## src/rtl/pulse_interrupter_pkg.sv

```systemverilog
// Shared state encoding and default clamp constants for the pulse interrupter.
package interrupter_pkg;

  typedef enum logic [1:0] {
    IDLE = 2'd0,
    ON   = 2'd1,
    OFF  = 2'd2,
    GAP  = 2'd3
  } state_t;

  localparam int              DEF_CW             = 32;
  localparam longint unsigned DEF_MAX_ON_CYCLES  = 5000;
  localparam longint unsigned DEF_MIN_OFF_CYCLES = 100000;
  localparam int              BW                 = 16;

endpackage

```

## src/rtl/pulse_interrupter_if.sv

```systemverilog
// Control-side bus of the pulse interrupter; burst fields exist only with INTERRUPTER_BURST_EN.
interface pulse_interrupter_if
  import interrupter_pkg::*;
#(
  parameter int CW = DEF_CW
) ();

  logic          enable;
  logic [CW-1:0] on_cycles;
  logic [CW-1:0] off_cycles;
`ifdef INTERRUPTER_BURST_EN
  logic [BW-1:0] burst_pulses;
  logic [CW-1:0] burst_gap;
`endif
  logic          out;
  logic          pulse_start;
  logic          clamped;
  logic          busy;

`ifdef INTERRUPTER_BURST_EN
  modport master (output enable, on_cycles, off_cycles, burst_pulses, burst_gap,
                  input  out, pulse_start, clamped, busy);
  modport slave  (input  enable, on_cycles, off_cycles, burst_pulses, burst_gap,
                  output out, pulse_start, clamped, busy);
`else
  modport master (output enable, on_cycles, off_cycles,
                  input  out, pulse_start, clamped, busy);
  modport slave  (input  enable, on_cycles, off_cycles,
                  output out, pulse_start, clamped, busy);
`endif

endinterface

```

## src/rtl/pulse_interrupter_timer.sv

```systemverilog
// Down-counter used for phase timing: load value-1, count to zero, expired at zero.
module interrupter_timer
  import interrupter_pkg::*;
#(
  parameter int CW = DEF_CW
) (
  input  logic          clock,
  input  logic          reset_n,
  input  logic          clear_i,
  input  logic          load_i,
  input  logic [CW-1:0] value_i,
  input  logic          dec_i,
  output logic          expired_o
);

  logic [CW-1:0] count_q, count_d;

  // A zero-length load saturates so the phase still lasts one cycle.
  always_comb begin
    count_d = count_q;
    if (clear_i) begin
      count_d = '0;
    end else if (load_i) begin
      count_d = (value_i == '0) ? '0 : value_i - CW'(1);
    end else if (dec_i && (count_q != '0)) begin
      count_d = count_q - CW'(1);
    end
  end

  always_ff @(posedge clock or negedge reset_n) begin
    if (!reset_n) begin
      count_q <= '0;
    end else begin
      count_q <= count_d;
    end
  end

  assign expired_o = (count_q == '0);

endmodule

```

## src/rtl/pulse_interrupter.sv

```systemverilog
// Pulse interrupter: clamped on/off pulse train gating the coil gate-drive enable.
// Optional burst mode (groups of pulses separated by an extra gap) under INTERRUPTER_BURST_EN.
module pulse_interrupter
  import interrupter_pkg::*;
#(
  parameter int              CW             = DEF_CW,
  parameter longint unsigned MAX_ON_CYCLES  = DEF_MAX_ON_CYCLES,
  parameter longint unsigned MIN_OFF_CYCLES = DEF_MIN_OFF_CYCLES
) (
  input logic                clock,
  input logic                reset_n,
  pulse_interrupter_if.slave bus
);

  if (CW < 1 || CW > 64) begin : g_cw_check
    $error("pulse_interrupter: CW must be within 1..64");
  end
  if ((MAX_ON_CYCLES >> CW) != 0) begin : g_max_on_check
    $error("pulse_interrupter: MAX_ON_CYCLES does not fit in CW bits");
  end
  if ((MIN_OFF_CYCLES >> CW) != 0) begin : g_min_off_check
    $error("pulse_interrupter: MIN_OFF_CYCLES does not fit in CW bits");
  end

  localparam logic [CW-1:0] MAX_ON  = CW'(MAX_ON_CYCLES);
  localparam logic [CW-1:0] MIN_OFF = CW'(MIN_OFF_CYCLES);

  state_t        state_q, state_d;
  logic [CW-1:0] off_sh_q, off_sh_d;
  logic          out_q, out_d;
  logic          pulse_start_q, pulse_start_d;
  logic          clamped_q, clamped_d;

  logic [CW-1:0] on_clamped, off_clamped;
  logic          clamp_hit;
  logic          period_start;

  logic          ph_clear, ph_load, ph_dec, ph_expired;
  logic [CW-1:0] ph_value;

  assign on_clamped  = (bus.on_cycles > MAX_ON) ? MAX_ON : bus.on_cycles;
  assign off_clamped = (bus.off_cycles < MIN_OFF) ? MIN_OFF : bus.off_cycles;
  assign clamp_hit   = (bus.on_cycles > MAX_ON) || (bus.off_cycles < MIN_OFF);

  interrupter_timer #(.CW(CW)) u_phase_timer (
    .clock     (clock),
    .reset_n   (reset_n),
    .clear_i   (ph_clear),
    .load_i    (ph_load),
    .value_i   (ph_value),
    .dec_i     (ph_dec),
    .expired_o (ph_expired)
  );

`ifdef INTERRUPTER_BURST_EN
  logic [BW-1:0] bp_q, bp_d, pcnt_q, pcnt_d;
  logic [CW-1:0] bg_q, bg_d;
  logic          gap_pend_q, gap_pend_d;
  logic          gap_clear, gap_load, gap_dec, gap_expired;
  logic          burst_on;

  // A zero pulse count or zero gap means plain continuous operation.
  assign burst_on = (bp_q != '0) && (bg_q != '0);

  interrupter_timer #(.CW(CW)) u_gap_timer (
    .clock     (clock),
    .reset_n   (reset_n),
    .clear_i   (gap_clear),
    .load_i    (gap_load),
    .value_i   (bg_q),
    .dec_i     (gap_dec),
    .expired_o (gap_expired)
  );

  always_ff @(posedge clock or negedge reset_n) begin
    if (!reset_n) begin
      bp_q       <= '0;
      bg_q       <= '0;
      pcnt_q     <= '0;
      gap_pend_q <= 1'b0;
    end else begin
      bp_q       <= bp_d;
      bg_q       <= bg_d;
      pcnt_q     <= pcnt_d;
      gap_pend_q <= gap_pend_d;
    end
  end
`endif

  always_comb begin
    state_d      = state_q;
    off_sh_d     = off_sh_q;
    period_start = 1'b0;
    ph_clear     = 1'b0;
    ph_load      = 1'b0;
    ph_dec       = 1'b0;
    ph_value     = on_clamped;
`ifdef INTERRUPTER_BURST_EN
    bp_d         = bp_q;
    bg_d         = bg_q;
    pcnt_d       = pcnt_q;
    gap_pend_d   = gap_pend_q;
    gap_clear    = 1'b0;
    gap_load     = 1'b0;
    gap_dec      = 1'b0;
`endif
    if (!bus.enable) begin
      state_d  = IDLE;
      ph_clear = 1'b1;
`ifdef INTERRUPTER_BURST_EN
      gap_clear  = 1'b1;
      pcnt_d     = '0;
      gap_pend_d = 1'b0;
`endif
    end else begin
      unique case (state_q)
        IDLE: period_start = 1'b1;
        ON: begin
          if (ph_expired) begin
            state_d  = OFF;
            ph_load  = 1'b1;
            ph_value = off_sh_q;
`ifdef INTERRUPTER_BURST_EN
            if (burst_on) begin
              pcnt_d = pcnt_q + BW'(1);
              if (pcnt_d == bp_q) gap_pend_d = 1'b1;
            end
`endif
          end else begin
            ph_dec = 1'b1;
          end
        end
        OFF: begin
          if (ph_expired) begin
`ifdef INTERRUPTER_BURST_EN
            if (gap_pend_q) begin
              state_d  = GAP;
              gap_load = 1'b1;
            end else begin
              period_start = 1'b1;
            end
`else
            period_start = 1'b1;
`endif
          end else begin
            ph_dec = 1'b1;
          end
        end
`ifdef INTERRUPTER_BURST_EN
        GAP: begin
          if (gap_expired) begin
            period_start = 1'b1;
            pcnt_d       = '0;
            gap_pend_d   = 1'b0;
          end else begin
            gap_dec = 1'b1;
          end
        end
`endif
        default: state_d = IDLE;
      endcase

      // Shadows are captured only here; inputs are ignored for the rest of the period.
      if (period_start) begin
        off_sh_d = off_clamped;
        ph_load  = 1'b1;
        if (on_clamped != '0) begin
          state_d  = ON;
          ph_value = on_clamped;
        end else begin
          state_d  = OFF;
          ph_value = off_clamped;
        end
`ifdef INTERRUPTER_BURST_EN
        if (pcnt_d == '0) begin
          bp_d = bus.burst_pulses;
          bg_d = bus.burst_gap;
        end
`endif
      end
    end

    out_d         = (state_d == ON);
    pulse_start_d = period_start && (on_clamped != '0);
    clamped_d     = period_start && clamp_hit;
  end

  always_ff @(posedge clock or negedge reset_n) begin
    if (!reset_n) begin
      state_q       <= IDLE;
      off_sh_q      <= '0;
      out_q         <= 1'b0;
      pulse_start_q <= 1'b0;
      clamped_q     <= 1'b0;
    end else begin
      state_q       <= state_d;
      off_sh_q      <= off_sh_d;
      out_q         <= out_d;
      pulse_start_q <= pulse_start_d;
      clamped_q     <= clamped_d;
    end
  end

  assign bus.out         = out_q;
  assign bus.pulse_start = pulse_start_q;
  assign bus.clamped     = clamped_q;
  assign bus.busy        = (state_q != IDLE);

endmodule
```

## src/flat_wrapper.sv

```systemverilog
// flat-port wrapper written by rule: the top's interface ports become plain ports
module pulse_interrupter_flat import interrupter_pkg::*;
#(
  parameter int              CW             = DEF_CW,
  parameter longint unsigned MAX_ON_CYCLES  = DEF_MAX_ON_CYCLES,
  parameter longint unsigned MIN_OFF_CYCLES = DEF_MIN_OFF_CYCLES
)
  (clock, reset_n, bus_enable, bus_on_cycles, bus_off_cycles, bus_out, bus_pulse_start, bus_clamped, bus_busy);
  pulse_interrupter_if #(.CW(CW)) bus_i ();
  input logic clock;
  input logic reset_n;
  input wire logic [$bits(bus_i.enable)-1:0] bus_enable;
  input wire logic [$bits(bus_i.on_cycles)-1:0] bus_on_cycles;
  input wire logic [$bits(bus_i.off_cycles)-1:0] bus_off_cycles;
  output wire logic [$bits(bus_i.out)-1:0] bus_out;
  output wire logic [$bits(bus_i.pulse_start)-1:0] bus_pulse_start;
  output wire logic [$bits(bus_i.clamped)-1:0] bus_clamped;
  output wire logic [$bits(bus_i.busy)-1:0] bus_busy;
  assign bus_i.enable = bus_enable;
  assign bus_i.on_cycles = bus_on_cycles;
  assign bus_i.off_cycles = bus_off_cycles;
  assign bus_out = bus_i.out;
  assign bus_pulse_start = bus_i.pulse_start;
  assign bus_clamped = bus_i.clamped;
  assign bus_busy = bus_i.busy;
  pulse_interrupter #(.CW(CW), .MAX_ON_CYCLES(MAX_ON_CYCLES), .MIN_OFF_CYCLES(MIN_OFF_CYCLES)) u_core (.clock(clock), .reset_n(reset_n), .bus(bus_i));
endmodule
```

## config.mk

```make
export PLATFORM = sky130hd
export DESIGN_NAME = pulse_interrupter_flat
export DESIGN_NICKNAME = d
export VERILOG_FILES = /design/src/rtl/pulse_interrupter_pkg.sv /design/src/rtl/pulse_interrupter_if.sv /design/src/rtl/pulse_interrupter_timer.sv /design/src/rtl/pulse_interrupter.sv /design/src/flat_wrapper.sv
export SDC_FILE = /design/constraint.sdc
export NUM_CORES = 1
export LEC_CHECK = 0
export CAP_MARGIN = 20
export CORE_MARGIN = 2
export CORE_UTILIZATION = 70
export CTS_CLUSTER_SIZE = 20
export DETAILED_ROUTE_END_ITERATION = 12
export DONT_BUFFER_PORTS = 1
export GPL_TIMING_DRIVEN = 0
export PLACE_DENSITY_LB_ADDON = 0.05
export SYNTH_ARGS = -nofsm -noshare
export SYNTH_HDL_FRONTEND = slang
export SYNTH_SLANG_ARGS = --single-unit
```

## constraint.sdc

```tcl
create_clock -name clock -period 10.8 [get_ports clock]
set_input_delay 0.54 -clock clock [delete_from_list [all_inputs] [get_ports clock]]
set_output_delay 0.54 -clock clock [all_outputs]
set_load 0.05 [all_outputs]
```

==> results by group, run 1 <==
Pwr
  – Sw Pwr: 0.000336 W
  – Combinational share of power: 29.2%
  – Power density cells: 163 mW/mm2
  – Peak supply drop: 0.106 mV
  – Switching power share of the total: 37.7%
  – Clk pwr share: 28.8%
  – Seq pwr share: 42.0%
  – Pint: 0.000555 W
  – P_leak: 2.12 nW

Drt
  – Via count: 5,405
  – Vias/cell: 7.37
  – Antenna Nets Post-Route: 0
  – Final WL: 16,900 um
  – Iteration-0 DRC Markers: 739
  – Drt first pass iters: 8
  – Post-route DRC: 0
  – Drt wl/cell: 23.1 um

Placed design
  – GPL Wtd Cong: 0.971
  – Placed insts: 716
  – DP HPWL: 12,700 um
  – Port bufs: 0
  – Pre-CTS setup slack: 5.88 ns

Yosys
  – Yosys top cell area share: 34.0%
  – Area leader, netlist: dfrtp_1
  – Mapped Cells: 617
  – Most instantiated cells after synthesis: nand2_1 (107), dfrtp_1 (69), nor2_1 (56), xnor2_1 (34), o22ai_1 (33)
  – Post-Syn Area: 0.00507 mm2
  – Synth Flop Type: dfrtp_1
  – Async SR Flop Fraction: 100%
  – Top cells by area in the synthesized netlist: dfrtp_1 (34%), nand2_1 (7.9%), xnor2_1 (5.9%), nor2_1 (4.1%), o22ai_1 (4.1%)
  – Synth cell types: 67
  – Yosys reg bits: 69
  – Syn Nets: 692
  – Seq/Total Area, Yosys: 34.0%
  – Yosys Warn Count: 0
  – Post-synth EDFFs: 0
  – Mean Syn Cell Area: 8.22 um2
  – Most frequent cell after synthesis: nand2_1

Global route
  – Aggregate global routing overflow: 0
  – First-pass GRT wire length: 25,600 um
  – Largest net degree at the start of global routing: 70
  – Initial antenna violation count: 0
  – Total track usage: 43.2%
  – Vias in the first global route: 4,887

Clocking
  – H-tree depth: 3
  – Clock slew at reported path FFs: 0.08 ns
  – Clk_lat worst skew: 0.36 ns
  – CTS tree: yes
  – Post-CTS Setup Inserts: 0
  – CTS Buffer Depth: 2
  – Total clock sinks: 69
  – Cts bufs inserted: 9
  – Root Driver: clkbuf_8

Timing
  – Min Clock Period, post-route: 5.30 ns
  – Hold Fails Final Rpt: 0
  – Fin. max-slew vios: 0
  – Final WS setup: 5.50 ns
  – RSZ-0062 raised after global routing: false
  – Fmax: 189 MHz
  – Post-Route Setup TNS: 0 ns
  – Slew @ Worst Pin: 1.10 ns
  – Clock skew: 0.00729 ns
  – Finish-stage setup viols: 0
  – Slew headroom: 25.9%
  – Fin crit share: 49.1%

Setup path
  – FF-to-FF Start: u_core.u_phase_timer.count_q[28]
  – Critical Path Source: u_core.u_phase_timer.count_q[28]
  – Worst R2R Setup Slack: 5.50 ns
  – Worst path required time: 11.01 ns
  – Worst r2r dst: u_core.u_phase_timer.count_q[8]
  – Crit path max fanout: 10
  – Worst Setup Path Type: flip-flop to flip-flop
  – Worst reg-to-reg path cell count: 11
  – Crit end category: flip-flop
  – CP Launch Type: flip-flop
  – WP data arrival: 5.51 ns

Final layout
  – Post-Route Utilization: 76.6%
  – Post-Layout Cell Count: 733
  – Layout cells sized above 1: 7.10%
  – Area grow syn2layout: 7.77%
  – Final nets: 705
  – Diodes inserted: 0

Die
  – Core area: 0.00714 mm2
  – Die width: 89.1 um
  – # rows: 31
  – IO Count: 71
  – Starting Density: 71.1%
  – Chip Height: 89.1 um
  – Die area: 0.00794 mm2

Run status
  – Status: complete, no violations

Hold path
  – Worst Hold Class: input pin to asynchronous set/reset pin

Flow run
  – Max Cap Viol: 0
-- power groups by stage --
stage / registers [W] / logic, W / clock network [W]
6_report: 0.000374 / 0.000260 / 0.000257
5_1_grt: 0.000380 / 0.000280 / 0.000265
4_1_cts: 0.000371 / 0.000252 / 0.000255
3_5_place_dp: 0.000376 / 0.000242 / 0
3_3_place_gp: 0.000371 / 0.000232 / 0
2_1_floorplan: 0.000359 / 0.000190 / 0
-- logic make-up (layout without fill, tap and decap cells) --
group	after synthesis	after routing	synth area share [%]
AO/OA/AOI/OAI	151	151	21.6
adder cells (fa/ha/maj)	8	8	1.97
XOR/XNOR	56	56	9.67
AND/OR/NAND/NOR	294	294	29.2
flip-flops	69	69	34.0
multiplexers	1	1	0.197
buffers and inverters	38	55	3.36
-- final cells by class --
cell class                      count  area (um2)
Buffer                             27         129
Clock buffer                        9         124
Clock inverter                      6         111
Fill cell                         519        1670
Inverter                           11        41.3
Multi-Input combinational cell    510        3170
Sequential cell                    69        1730
Tap cell                           99         124
Timing Repair Buffer                2        35.0
-- flip-flops by register name (all words and copies together) (netlist names) --
signal / flops
u_core.u_phase_timer.count_q: 32
u_core.bus.clamped: 1
u_core.off_sh_q: 32
u_core.state_q: 2
u_core.bus.pulse_start: 1
u_core.bus.out: 1
-- cells in the final DEF (no fill, tap or decap), types with 9 or more instances in the layout --
cell type / synthesis / final
a21oi_1: 16 / 16
a22oi_1: 12 / 12
clkbuf_1: 21 / 21
clkbuf_8: 0 / 9
dfrtp_1: 69 / 69
inv_1: 11 / 11
nand2_1: 107 / 107
nand3_1: 9 / 9
nor2_1: 56 / 56
nor3_1: 30 / 30
nor4_1: 29 / 29
o21ai_0: 22 / 22
o22ai_1: 33 / 33
xnor2_1: 34 / 34
xor2_1: 22 / 22
-- repair_timing --
action,in CTS,in global routing
hold buffers,1,0
endpoints found under the hold margin,69,0
resized for setup,0,0
-- how the worst max path moves through the flow --
| stage | end | depth (start not counted) |
|---|---|---|
| 5_1_grt | u_core.u_phase_timer.count_q[8] | 11 |
| 2_1_floorplan | u_core.u_phase_timer.count_q[2] | 13 |
| 4_1_cts | u_core.u_phase_timer.count_q[2] | 11 |
| 6_report | u_core.u_phase_timer.count_q[8] | 11 |
| 3_5_place_dp | u_core.u_phase_timer.count_q[2] | 11 |
| 3_3_place_gp | u_core.u_phase_timer.count_q[2] | 11 |
-- worst max-delay path, cell delays in order, from the launching register on --
cell and delay [ns]:
dfrtp_1 0.43, nor4_1 0.63, nand4_1 0.46, nor4_2 0.88, a31oi_1 0.38, o22ai_1 0.29, nor4bb_1 0.65, nand4_4 0.26
a211o_1 0.42, o31ai_4 0.38, buf_4 0.25, o22ai_1 0.10
-- metrics by stage --
| step | hold slack (ns) | power (W) | cell area [um2] |
|---|---|---|---|
| 6_report | 0.0609 | 0.000891 | 5470 |
| 5_1_grt | 0.0881 | 0.000926 | 5470 |
| 4_1_cts | 0.0708 | 0.000878 | 5460 |
| 3_5_place_dp | 0.246 | 0.000618 | 5190 |
| 3_3_place_gp | 0.246 | 0.000602 | 5190 |
| 2_1_floorplan | 0.244 | 0.000550 | 5070 |
-- per-layer routing --
| layer | wire (um) | vias to the layer above | global-route usage, % |
|---|---|---|---|
| li1 | - | 2339 | - |
| met1 | 6510 | 2530 | 57.3 |
| met2 | 7550 | 452 | 67.4 |
| met3 | 2000 | 84 | 11.3 |
| met4 | 875 | 0 | 17.8 |
| met5 | 0 | - | 0 |
Power figures use the tool's default switching activity.
==> inputs of run 2 (changes only) <==
ABC_AREA = 1   (was not set)
CORE_UTILIZATION = 59   (was 70)
clock period = 4.7 ns   (was 10.8 ns; I/O delays follow)
==> results by group, run 2 <==
Die
  – IO Count: 71
  – Chip Height: 111 um
  – Starting Density: 60.0%
  – Die width: 111 um
  – Core area: 0.0113 mm2
  – # rows: 39
  – Die area: 0.0124 mm2

Clocking
  – H-tree depth: 3
  – Total clock sinks: 69
  – Clk_lat worst skew: 0.35 ns
  – Post-CTS sizing: 0
  – Root Driver: clkbuf_16
  – CTS Buffer Depth: 2
  – Post-CTS Hold Fix Bufs: 2
  – CTS tree: yes
  – Clock slew at reported path FFs: 0.06 ns
  – Cts bufs inserted: 9
  – Post-CTS Setup Inserts: 0

Flow run
  – Max Cap Viol: 0

Timing
  – Slew headroom: 60.4%
  – Post-Route Setup TNS: 0 ns
  – RSZ-0062 raised after global routing: false
  – Hold Fails Final Rpt: 0
  – Min Clock Period, post-route: 3.66 ns
  – Fmax: 273 MHz
  – Clock skew: 0.00593 ns
  – Finish-stage setup viols: 0
  – Fin. max-slew vios: 0
  – Fin crit share: 77.9%
  – Slew @ Worst Pin: 0.594 ns

Global route
  – Aggregate global routing overflow: 0
  – Initial antenna violation count: 0
  – First-pass GRT wire length: 35,300 um
  – Total track usage: 35.8%
  – Largest net degree at the start of global routing: 70
  – Vias in the first global route: 7,043

Final layout
  – Commonest non-fill, non-tap cells in the layout: nand2_1 (423), nor2_1 (150), inv_1 (114)
  – Area of the multi-input gates: 0.00435 mm2
  – Final nets: 1,243
  – Largest regs: u_core.off_sh_q x32, u_core.u_phase_timer.count_q x32, u_core.state_q x2
  – Diodes inserted: 0
  – Post-Layout Cell Count: 1,316
  – Register area: 0.00173 mm2
  – Commonest non-fill, non-tap cell in the layout: nand2_1
  – Area grow syn2layout: 7.83%
  – Fillers: 1,134
  – Layout cells sized above 1: 8.78%

Setup path
  – Worst Setup Path Type: flip-flop to flip-flop
  – Slowest-stage cell, CP: dfrtp_1
  – Crit path max fanout: 9
  – Critical Path, Cell by Cell: inv_1, ha_1, inv_1, nor2_1, nand3_1, nor2_1, nand2_1, nor2_1, nand2_1, nand2_2, nand2_2, a21oi_1, nand2_2, nor2_4, ha_1, nand3_1, nor2_1, nand4_1, nand3_1, nand2_1, nand2_1, nand2_1
  – Critical Path Most Common Cell: nand2_1
  – Worst path required time: 4.94 ns
  – CP Launch Type: flip-flop
  – Critical path's largest stage delay: 0.40 ns
  – CP top delay family: simple AND/OR/NAND/NOR gates
  – Crit end category: flip-flop
  – WP data arrival: 3.90 ns
  – Crit path buf inv count: 2

Drt
  – Drt wl/cell: 16.5 um
  – Drt first pass iters: 5
  – Vias/cell: 5.65
  – Iteration-0 DRC Markers: 669
  – Post-route DRC: 0
  – Antenna Nets Post-Route: 0
  – Via count: 7,429
  – Final WL: 21,700 um

Yosys
  – Area leader, netlist: dfrtp_1
  – Mean Syn Cell Area: 5.88 um2
  – Top cells by area in the synthesized netlist: dfrtp_1 (25%), nand2_1 (23%), nor2_1 (8.3%), nand3_1 (6.3%), inv_1 (6.3%)
  – Yosys top cell area share: 25.4%
  – Synth Flop Type: dfrtp_1
  – Most frequent cell after synthesis: nand2_1
  – Yosys Warn Count: 0
  – Post-Syn Area: 0.00679 mm2
  – Synth cell types: 46
  – Seq/Total Area, Yosys: 25.4%
  – Yosys reg bits: 69
  – Post-synth EDFFs: 0
  – Mapped Cells: 1,155
  – Async SR Flop Fraction: 100%
  – Syn Nets: 1,230
  – Most instantiated cells after synthesis: nand2_1 (423), nor2_1 (150), inv_1 (114), nand3_1 (86), dfrtp_1 (69)

Placed design
  – GPL Wtd Cong: 0.955
  – Placed insts: 1,298
  – Port bufs: 0
  – DP HPWL: 16,700 um

Hold path
  – Worst Hold Class: input pin to flip-flop

Run status
  – Status: complete, no violations

Pwr
  – Power density cells: 385 mW/mm2
  – P_leak: 4.04 nW
  – Peak supply drop: 0.359 mV
==> run 2: cell types whose count changed after synthesis, moves of 15 or more <==
cell,change
nor3_1,-18
o21ai_0,+22
inv_1,+103
xnor2_1,-27
nand4_1,+31
nand2_1,+316
nand3_1,+77
nand2_2,+15
nor2_1,+94
nor4_1,-24
o22ai_1,-29
a21oi_1,+24
==> run 2: power by group <==
group,internal (W),switching (W)
registers,0.000755,0.000169
logic,0.000376,0.000777
clock network,0.000461,0.000280
total,0.00159,0.00123
==> run 2: path summary, 6_finish.rpt <==
path / from / to / slack, ns / cells after the start
max: u_core.u_phase_timer.count_q[0] / u_core.u_phase_timer.count_q[16] / 1.04 / 22
min: bus_off_cycles[16] / u_core.off_sh_q[16] / 0.04 / 2
max reg2reg: u_core.u_phase_timer.count_q[0] / u_core.u_phase_timer.count_q[16] / 1.04 / 22
min reg2reg: u_core.off_sh_q[11] / u_core.off_sh_q[11] / 0.49 / 2
max in group asynchronous: reset_n / u_core.u_phase_timer.count_q[30] / 3.94 / 2
min in group asynchronous: reset_n / u_core.off_sh_q[11] / 0.40 / 2
==> run 2: metal layers <==
layer  part of all wire (%)  up-vias  GRT usage, %  wire, um
li1                       -     3716             -         -
met1                     43     3380          46.1      9280
met2                     48      298          60.7     10500
met3                    6.4       35          6.94      1390
met4                    2.3        0          11.9       508
met5                      0        -             0         0
==> run 2: cell type report <==
class / instances / share of cell area [%]
multi-input combinational: 920 / 59.3
sequential: 69 / 23.6
buffer: 43 / 3.54
clock inverter: 7 / 1.23
timing repair buffer: 2 / 0.512
inverter: 123 / 6.30
clock buffer: 9 / 3.07
tap: 143 / 2.44
==> run 2: stage by stage <==
step | utilization [%] | area, um2 | hold slack, ns | power [W] | worst slack [ns]
3_5_place_dp | 61.6 | 6970 | -0.0597 | 0.00203 | 1.15
6_report | 64.7 | 7320 | 0.0356 | 0.00282 | 1.04
5_1_grt | 64.7 | 7320 | 0.0436 | 0.00301 | 0.736
4_1_cts | 64.7 | 7320 | 0.0308 | 0.00280 | 1.13
3_3_place_gp | 61.6 | 6970 | -0.0596 | 0.00202 | 1.18
2_1_floorplan | - | 6790 | -0.0606 | 0.00176 | 1.96
==> run 2: logic make-up after synthesis <==
logic type / synth area share, %
compound gates: 9.56
fa+ha+maj: 1.47
xor+xnor: 2.19
flops: 25.4
simple gates: 50.7
buf+inv: 10.6
==> inputs of run 3 (changes only) <==
clock period = 3 ns   (was 4.7 ns; I/O delays follow)
==> results by group, run 3 (same netlist as run 2, synthesis figures left out) <==
Pwr
  – Pint: 0.00265 W
  – Sw Pwr: 0.00209 W
  – Peak supply drop: 0.572 mV
  – Combinational share of power: 44.3%
  – Power density cells: 564 mW/mm2
  – P_leak: 4.37 nW
  – Switching power share of the total: 44.2%
  – Seq pwr share: 31.1%
  – Clk pwr share: 24.6%

Global route
  – Grt met3 use: 7.55%
  – First-pass GRT wire length: 36,800 um
  – Layer with the highest usage: met2
  – Aggregate global routing overflow: 0
  – Vias in the first global route: 7,478
  – Initial antenna violation count: 0
  – Total track usage: 37.2%
  – Largest net degree at the start of global routing: 70
  – Met1 Track Usage GR: 46.0%
  – Met2 usage: 63.9%

Setup path
  – Crit path max fanout: 6
  – WP data arrival: 3.37 ns
  – Worst Setup Path Type: flip-flop to flip-flop
  – Worst path required time: 3.24 ns
  – Worst reg-to-reg path cell count: 22
  – CP Launch Type: flip-flop
  – Crit end category: flip-flop

Die
  – Die area: 0.0124 mm2
  – # rows: 39
  – Chip Height: 111 um
  – Core area: 0.0113 mm2
  – IO Count: 71
  – Die width: 111 um
  – Starting Density: 60.0%

Placed design
  – GPL Wtd Cong: 0.955
  – Placement Cell Area: 0.00697 mm2
  – DP HPWL: 16,700 um
  – Port bufs: 0

Clocking
  – H-tree depth: 3
  – Root Driver: clkbuf_16
  – Clock slew at reported path FFs: 0.06 ns
  – Total clock sinks: 69
  – CTS tree: yes
  – CTS Buffer Depth: 2
  – Cts bufs inserted: 9
  – Clk_lat worst skew: 0.36 ns

Drt
  – Iteration-0 DRC Markers: 714
  – Final WL: 23,300 um
  – Antenna Nets Post-Route: 0
  – Drt wl/cell: 17.1 um
  – Via count: 7,877
  – Post-route DRC: 0
  – Vias/cell: 5.77
  – Drt first pass iters: 7

Final layout
  – Fillers: 952
  – Largest regs: u_core.off_sh_q x32, u_core.u_phase_timer.count_q x32, u_core.state_q x2
  – Area grow syn2layout: 23.8%
  – Design Area, Final: 0.00841 mm2
  – Commonest non-fill, non-tap cell in the layout: nand2_1
  – Final nets: 1,291
  – Commonest non-fill, non-tap cells in the layout: nand2_1 (384), nor2_1 (121), inv_1 (107)
  – Layout cells sized above 1: 20.7%
  – Diodes inserted: 0

Run status
  – Status: finished, violations left
  – Violated checks: negative setup slack

Timing
  – Slew headroom: 50.1%
  – RSZ-0062 raised after global routing: true
  – Fin. max-slew vios: 0
  – Fin crit share: 104%
  – Finish-stage setup viols: 26
  – Min Clock Period, post-route: 3.13 ns
  – Slew @ Worst Pin: 0.749 ns
  – Hold Fails Final Rpt: 0
  – Fmax: 319 MHz
  – Fin Hold WS: 0.00988 ns
  – Clock skew: 0.00691 ns
  – Final WS setup: -0.130 ns

Flow run
  – Max Cap Viol: 0

Hold path
  – Hold Path Depth: 2
  – Worst Hold Class: input pin to flip-flop
[run 3: metal layers]
metal | wire [um] | up-vias | part of all wire, %
li1 | - | 3815 | -
met1 | 9360 | 3612 | 40
met2 | 11300 | 372 | 49
met3 | 1610 | 78 | 6.9
met4 | 967 | 0 | 4.2
met5 | 0 | - | 0
[run 3: timing repair]
item                                   CTS  global route
gates cloned                             3             1
endpoints found under the hold margin   90             0
pin swaps                               38            40
hold buffers                            23             0
setup endpoints to repair               40            40
setup buffers                           13            10
resized for setup                       96            85
[run 3: cell type report]
type / count / area, um2 / share of cell area [%]
multi-input cells: 921 / 4980 / 59.2
plain buffers: 43 / 277 / 3.29
clock inverters: 7 / 90.1 / 1.07
inverters: 123 / 468 / 5.56
clock buffers: 9 / 225 / 2.68
repair buffers: 49 / 454 / 5.40
well taps: 143 / 179 / 2.13
flip-flops and latches: 69 / 1730 / 20.6
[run 3: critical path, stage by stage, from the launching register on]
cell      delay [ns]
dfrtp_1         0.40
inv_2           0.09
ha_4            0.14
inv_2           0.04
nor3_1          0.18
nand3b_1        0.15
nor2_4          0.18
nand2_4         0.10
or2_2           0.28
nand3_1         0.08
nand2_1         0.05
inv_1           0.06
nand2_1         0.07
nand2_2         0.13
nand2_1         0.12
nor2_2          0.26
nand2_4         0.14
nor2_8          0.16
nand3_1         0.10
nand3_2         0.09
nand2_2         0.06
nand2_1         0.06
nand2_1         0.05
[run 3: power by group through the flow]
| stage | Clock [W] | Sequential (W) | Combinational, W |
|---|---|---|---|
| global route | 0.00120 | 0.00151 | 0.00233 |
| detailed placement | 0 | 0.00145 | 0.00174 |
| floorplan | 0 | 0.00139 | 0.00136 |
| global placement | 0 | 0.00145 | 0.00171 |
| finish | 0.00117 | 0.00147 | 0.00210 |
| CTS | 0.00117 | 0.00144 | 0.00194 |
[run 3: worst paths after layout]
path	start	to	slack, ns
min in group asynchronous	reset_n	u_core.off_sh_q[11]	0.34
max in group asynchronous	reset_n	u_core.u_phase_timer.count_q[5]	2.33
worst max register to register	u_core.u_phase_timer.count_q[0]	u_core.u_phase_timer.count_q[31]	-0.13
worst min-delay path	bus_off_cycles[11]	u_core.off_sh_q[11]	0.01
worst min register to register	u_core.off_sh_q[31]	u_core.off_sh_q[31]	0.49
worst max-delay path	u_core.u_phase_timer.count_q[0]	u_core.u_phase_timer.count_q[31]	-0.13
[run 3: per-stage QoR]
| step | worst slack, ns | total power (W) | cells | utilization (%) | setup TNS [ns] |
|---|---|---|---|---|---|
| after floorplan | 0.259 | 0.00275 | 1155 | - | 0 |
| after global placement | -0.519 | 0.00316 | 1298 | 61.6 | -14.33 |
| after detailed placement | -0.552 | 0.00318 | 1298 | 61.6 | -14.57 |
| after CTS | -0.0678 | 0.00455 | 1353 | 70.7 | -1.22 |
| after global routing | -0.271 | 0.00503 | 1364 | 74.3 | -7.13 |
| final | -0.130 | 0.00474 | 1364 | 74.3 | -1.50 |
